### src/rtl/cache_refill_arbiter_pkg.sv
// Shared types for the cache refill arbiter: FSM state encoding, grant owners, block geometry.
// Latency: none (declarations only).
// Backpressure: none (declarations only).
package cache_refill_arbiter_pkg;

   typedef enum logic [2:0] {
      ST_IDLE    = 3'd0,
      ST_IC_FILL = 3'd1,
      ST_DC_WB   = 3'd2,
      ST_DC_FILL = 3'd3,
      ST_DONE    = 3'd4
   } state_e;

   localparam logic OWN_I = 1'b0;
   localparam logic OWN_D = 1'b1;

   localparam int BLOCK_WORDS_DEF = 4;

   // Byte-offset width of one cache block (word index bits plus 2 byte bits).
   function automatic int blk_off_w(input int block_words);
      return $clog2(block_words) + 2;
   endfunction

endpackage

### src/rtl/rr_pick.sv
// Two-way round-robin pick between the I-cache and D-cache requesters.
// Latency: purely combinational, decision valid in the same cycle as the requests.
// Backpressure: none; the caller only consumes the pick while idle.
module rr_pick
   import cache_refill_arbiter_pkg::*;
(
   input  logic req_i,
   input  logic req_d,
   input  logic last_grant,
   output logic grant_valid,
   output logic grant_owner
);

   // Under contention hand the grant to the side that did not win last time.
   always_comb begin
      grant_valid = req_i | req_d;
      grant_owner = OWN_I;
      if (req_i && req_d) begin
         grant_owner = (last_grant == OWN_I) ? OWN_D : OWN_I;
      end else if (req_d) begin
         grant_owner = OWN_D;
      end
   end

endmodule

### src/rtl/cache_refill_arbiter.sv
// Shares one memory port between I-cache refills and D-cache writeback+refill, one block at a time.
// Latency: grant one cycle after req in IDLE; each fill word appears the cycle after its mem_ack; done one cycle after last ack.
// Backpressure: beats hold address/data until mem_ack; requests arriving while busy wait for IDLE.
module cache_refill_arbiter
   import cache_refill_arbiter_pkg::*;
#(
   parameter int BLOCK_WORDS = BLOCK_WORDS_DEF,
   parameter int ADDR_W      = 32,
   parameter int DATA_W      = 32
)(
   input  logic                           clk,
   input  logic                           rst,
   input  logic                           ic_req,
   input  logic [ADDR_W-1:0]              ic_addr,
   input  logic                           dc_req,
   input  logic                           dc_wb,
   input  logic [ADDR_W-1:0]              dc_addr,
   input  logic [ADDR_W-1:0]              dc_wb_addr,
   input  logic [DATA_W-1:0]              dc_wdata,
   output logic [$clog2(BLOCK_WORDS)-1:0] wb_idx,
   output logic [DATA_W-1:0]              fill_data,
   output logic [$clog2(BLOCK_WORDS)-1:0] fill_idx,
   output logic                           ic_fill_valid,
   output logic                           dc_fill_valid,
   output logic                           ic_done,
   output logic                           dc_done,
   output logic                           mem_req,
   output logic                           mem_we,
   output logic [ADDR_W-1:0]              mem_addr,
   output logic [DATA_W-1:0]              mem_wdata,
   input  logic                           mem_ack,
   input  logic [DATA_W-1:0]              mem_rdata,
   output logic                           busy
);

   localparam int BEAT_W = $clog2(BLOCK_WORDS);
   localparam int OFF_W  = blk_off_w(BLOCK_WORDS);
   localparam logic [BEAT_W-1:0] LAST_BEAT = BEAT_W'(BLOCK_WORDS - 1);

   state_e              state_q, state_d;
   logic [BEAT_W-1:0]   beat_q, beat_d;
   logic                last_grant_q, last_grant_d;
   logic                owner_q, owner_d;
   logic [ADDR_W-1:0]   base_q, base_d;
   logic [DATA_W-1:0]   fill_data_q, fill_data_d;
   logic [BEAT_W-1:0]   fill_idx_q, fill_idx_d;
   logic                ic_fv_q, ic_fv_d;
   logic                dc_fv_q, dc_fv_d;
   logic                grant_valid, grant_owner;
   logic                beat_last, in_xfer;

   // Bursts always start at word 0 of the block, so drop the in-block offset.
   function automatic logic [ADDR_W-1:0] blk_base(input logic [ADDR_W-1:0] a);
      return {a[ADDR_W-1:OFF_W], {OFF_W{1'b0}}};
   endfunction

   rr_pick u_rr_pick (
      .req_i       (ic_req),
      .req_d       (dc_req),
      .last_grant  (last_grant_q),
      .grant_valid (grant_valid),
      .grant_owner (grant_owner)
   );

   assign beat_last = (beat_q == LAST_BEAT);

   // State, beat counter, grant bookkeeping and the registered fill word.
   always_ff @(posedge clk or posedge rst) begin
      if (rst) begin
         state_q      <= ST_IDLE;
         beat_q       <= '0;
         last_grant_q <= OWN_I;
         owner_q      <= OWN_I;
         base_q       <= '0;
         fill_data_q  <= '0;
         fill_idx_q   <= '0;
         ic_fv_q      <= 1'b0;
         dc_fv_q      <= 1'b0;
      end else begin
         state_q      <= state_d;
         beat_q       <= beat_d;
         last_grant_q <= last_grant_d;
         owner_q      <= owner_d;
         base_q       <= base_d;
         fill_data_q  <= fill_data_d;
         fill_idx_q   <= fill_idx_d;
         ic_fv_q      <= ic_fv_d;
         dc_fv_q      <= dc_fv_d;
      end
   end

   // Arbitrate in IDLE, step beats on mem_ack, capture fill words for one cycle.
   always_comb begin
      state_d      = state_q;
      beat_d       = beat_q;
      last_grant_d = last_grant_q;
      owner_d      = owner_q;
      base_d       = base_q;
      fill_data_d  = fill_data_q;
      fill_idx_d   = fill_idx_q;
      ic_fv_d      = 1'b0;
      dc_fv_d      = 1'b0;
      case (state_q)
         ST_IDLE: begin
            beat_d = '0;
            if (grant_valid) begin
               owner_d      = grant_owner;
               last_grant_d = grant_owner;
               if (grant_owner == OWN_I) begin
                  base_d  = blk_base(ic_addr);
                  state_d = ST_IC_FILL;
               end else if (dc_wb) begin
                  base_d  = blk_base(dc_wb_addr);
                  state_d = ST_DC_WB;
               end else begin
                  base_d  = blk_base(dc_addr);
                  state_d = ST_DC_FILL;
               end
            end
         end
         ST_DC_WB: begin
            if (mem_ack) begin
               if (beat_last) begin
                  // Victim is out; refill the missing block without an idle cycle.
                  beat_d  = '0;
                  base_d  = blk_base(dc_addr);
                  state_d = ST_DC_FILL;
               end else begin
                  beat_d = beat_q + 1'b1;
               end
            end
         end
         ST_IC_FILL, ST_DC_FILL: begin
            if (mem_ack) begin
               fill_data_d = mem_rdata;
               fill_idx_d  = beat_q;
               ic_fv_d     = (owner_q == OWN_I);
               dc_fv_d     = (owner_q == OWN_D);
               if (beat_last) begin
                  beat_d  = '0;
                  state_d = ST_DONE;
               end else begin
                  beat_d = beat_q + 1'b1;
               end
            end
         end
         ST_DONE: begin
            state_d = ST_IDLE;
         end
         default: begin
            state_d = ST_IDLE;
         end
      endcase
   end

   // Memory-side and requester-side outputs decoded from the current state.
   always_comb begin
      in_xfer  = (state_q == ST_IC_FILL) || (state_q == ST_DC_WB) || (state_q == ST_DC_FILL);
      mem_req  = in_xfer;
      mem_we   = (state_q == ST_DC_WB);
      mem_addr = in_xfer ? (base_q | (ADDR_W'(beat_q) << 2)) : '0;
      wb_idx   = (state_q == ST_DC_WB) ? beat_q : '0;
      ic_done  = (state_q == ST_DONE) && (owner_q == OWN_I);
      dc_done  = (state_q == ST_DONE) && (owner_q == OWN_D);
      busy     = (state_q != ST_IDLE);
   end

   assign mem_wdata     = dc_wdata;
   assign fill_data     = fill_data_q;
   assign fill_idx      = fill_idx_q;
   assign ic_fill_valid = ic_fv_q;
   assign dc_fill_valid = dc_fv_q;

endmodule

### config.mk
export PLATFORM = sky130hd
export DESIGN_NAME = cache_refill_arbiter
export DESIGN_NICKNAME = d
export VERILOG_FILES = /design/src/rtl/cache_refill_arbiter_pkg.sv /design/src/rtl/rr_pick.sv /design/src/rtl/cache_refill_arbiter.sv
export SDC_FILE = /design/constraint.sdc
export NUM_CORES = 1
export LEC_CHECK = 0
export BUFFER_PORTS_ARGS = -buffer_cell sky130_fd_sc_hd__buf_2
export CORE_MARGIN = 4
export CORE_UTILIZATION = 42
export DETAILED_ROUTE_END_ITERATION = 16
export PLACE_DENSITY = 0.86
export SYNTH_ARGS = -nofsm -noshare
export SYNTH_HDL_FRONTEND = slang
export SYNTH_SLANG_ARGS = --single-unit
### constraint.sdc
create_clock -name clk -period 2.76 [get_ports clk]
set_clock_uncertainty 0.2 [all_clocks]
set_input_delay 0.552 -clock clk [delete_from_list [all_inputs] [get_ports clk]]
set_output_delay 0.552 -clock clk [all_outputs]
set_load 0.05 [all_outputs]
==> impl_metrics.py <==
metrics = {
    "status": {
        "outcome": "finished clean",
    },
    "clocking": {
        "clk_pin_slew_ns": 0.09,
        "cts.htree.levels": 3,
        "cts_root_buf": "clkbuf_8",
        "cts_tree": "yes",
        "ctsLongestPathBuffers": 2,
        "cts_buffers": 9,
        "cts.sinks": 70,
        "worstSkewPairLatency_ns": 0.35,
    },
    "logic_synthesis": {
        "synth_cell_types": 32,
        "synth_area_um2": 4050,
        "synth_top_cell_area_share_pct": 43.3,
        "synth_area_leaders": "dfrtp_1 (43%), mux2_2 (9.7%), mux2i_1 (6.9%), buf_4 (6.5%), o211ai_1 (5.2%)",
        "synth_top_area_cell": "dfrtp_1",
        "synthTopCellsByCount": "dfrtp_1 (70), a21oi_1 (38), buf_4 (35), mux2_2 (35)",
        "synth_edf_count": 0,
        "dominantRegCellSynth": "dfrtp_1",
        "netlist_instances": 402,
        "yosysWarnings": 0,
        "yosysMostFrequentCell": "dfrtp_1",
        "ys_ff_latch": 70,
        "synthArstFlopShare_pct": 100,
        "syn_area_per_cell_um2": 10.1,
        "ys_seq_area_share_pct": 43.3,
    },
    "hold_path": {
        "min_path_type": "in -> async",
    },
    "run": {
        "max_cap_violations": 0,
    },
    "worst_setup_path": {
        "end_kind": "output port",
        "r2r_end": "base_q[29]",
        "startpoint_type": "register",
        "worstPathArrival_ns": 1.91,
        "cp_max_fo": 16,
        "r2r_cells": 6,
        "regToRegSetupSlack_ns": 0.49,
        "crit-reg2reg-launch": "state_q[2]",
        "critical_path.startpoint": "state_q[2]",
        "crit_required_ns": 2.01,
        "crit_type": "reg -> out",
        "crit_path_end": "wb_idx[0]",
    },
    "floorplanning": {
        "initial_core_util_pct": 43.4,
        "rows": 35,
        "core_um2": 9330,
        "io_pins": 273,
        "fp.dieW_um": 106,
        "die_y_um": 106,
        "fp.dieArea_um2": 11300,
    },
    "grt": {
        "grt_pass1_vias": 3567,
        "grt_start_max_net_pins": 53,
        "grt_overflow_total": 0,
        "grt_antenna_before_repair": 0,
        "grtUsageTotal_pct": 19.2,
        "grt_pass1_wl_um": 17400,
    },
    "power_and_ir_drop": {
        "clkPwrFrac_pct": 10.6,
        "peakVddDrop_uv": 861,
        "combPwrFrac_pct": 65.0,
        "p_sw_w": 0.00426,
        "p_leak_nw": 2.46,
        "p_per_area_nw_per_um2": 1470,
        "switching_share_pct": 56.6,
        "power.internal_w": 0.00327,
        "pwr-share-seq_pct": 24.4,
    },
    "sta": {
        "fin_ws_ns": 0.0971,
        "timing.hold.ws_ns": 0.0481,
        "slew_violations": 0,
        "slew_headroom_pct": 62.8,
        "post-route-min-period_ns": 2.66,
        "hold_violations": 0,
        "setup_tns_ns": 0,
        "rsz0062_at_grt": "false",
        "fin_crit_sh_pct": 96.5,
        "worst_pin_slew_ns": 0.558,
        "setup_viol": 0,
        "clock.fmax_ghz": 0.376,
    },
    "detailed_routing": {
        "wl_per_cell_um": 15.9,
        "ant_nets": 0,
        "drc_errors": 0,
        "routed_wl_um": 11000,
        "drtIter0Drc": 132,
        "vias": 3503,
        "dr.pass1.iters": 6,
        "vias_per_cell": 5.08,
    },
    "final_layout": {
        "finish.utilization_pct": 55.0,
        "antenna_cells": 0,
        "area_delta_synth_final_pct": 26.7,
        "fillCellCount": 858,
        "final_nets": 723,
        "drive_gt1_share_pct": 50.8,
    },
    "placed_design": {
        "place_congestion": 0.785,
        "place_ws_ns": 0.391,
        "hpwl_um": 8440,
        "io_buffers": 194,
    },
}
-- power groups by stage --
stage	registers (W)	clock network (W)	logic, W
after floorplan	0.00270	0	0.00305
after global placement	0.00181	0	0.00485
after detailed placement	0.00186	0	0.00493
after CTS	0.00184	0.000815	0.00495
after global routing	0.00191	0.000867	0.00520
final	0.00184	0.000797	0.00490
-- sequential cells by signal, summed over array words and instances, names as in the netlist --
signal,cells
fill_idx,2
owner_q,1
beat_q,2
state_q,3
base_q,28
ic_fill_valid,1
dc_fill_valid,1
fill_data,32
-- stage by stage --
step	std cells	instance area (um^2)	total power, W
floorplan	403	4050	0.00574
global placement	674	4930	0.00666
detailed placement	674	4930	0.00679
CTS	690	5120	0.00760
global route	690	5130	0.00798
finish	690	5130	0.00754
-- what timing repair did --
item,4_1_cts,5_1_grt
endpoints found under the setup margin,1,15
hold buffers,0,0
resized for setup,1,3
gates cloned,0,0
setup buffers,0,0
-- layout make-up --
| class | count | area [um^2] | share of cell area, % |
|---|---|---|---|
| inverter | 5 | 18.8 | 0.366 |
| timing repair buffer | 205 | 1130 | 22.1 |
| clock buffer | 9 | 124 | 2.42 |
| sequential | 70 | 1750 | 34.2 |
| multi-input combinational | 265 | 1880 | 36.6 |
| clock inverter | 7 | 62.6 | 1.22 |
| tap | 129 | 161 | 3.15 |
-- critical path: stages (launching register included) --
cell and delay [ns]:
dfrtp_1 0.48, or3b_4 0.54, inv_2 0.14, and2_1 0.13
buf_2 0.25
-- how the worst min path moves through the flow --
stage / depth (start not counted) / to / startpoint
floorplan: 2 / base_q[10] / base_q[10]
global placement: 1 / fill_data[6] / fill_data[6]
detailed placement: 1 / fill_data[27] / fill_data[27]
CTS: 2 / fill_data[1] / rst
global route: 2 / fill_data[8] / rst
finish: 2 / fill_data[8] / rst
-- routing by layer --
| metal | track usage [%] | routed length (um) |
|---|---|---|
| met4 | 5.83 | 148 |
| met3 | 4.98 | 776 |
| met1 | 23.3 | 4420 |
| met2 | 33.5 | 5640 |
| met5 | 0 | 0 |
-- cell families (layout without fill, tap and decap cells) --
group | after synthesis | count (layout) | synth area share (%)
mux | 63 | 63 | 16.7
compound gates | 95 | 95 | 16.3
simple gates | 104 | 104 | 12.5
flops | 70 | 70 | 43.3
fa+ha+maj | 1 | 1 | 0.309
buf+inv | 68 | 226 | 10.9
other cells | 1 | 2 | 0.0926
-- cell usage in the layout (no fill, tap or decap), types with 2 or more instances in the layout --
cell type	n
buf_2	193
dfrtp_1	69
a21oi_1	38
mux2_2	35
nand2_1	32
and2_1	32
nor2_1	31
mux2i_1	28
o211ai_1	28
a21oi_2	20
clkbuf_8	9
buf_4	6
buf_12	6
nand3_1	3
inv_2	3
clkinvlp_4	3
nor4b_1	2
inv_1	2
conb_1	2
inv_8	2
inv_6	2
Note: power is estimated with default switching activity, not from simulation.
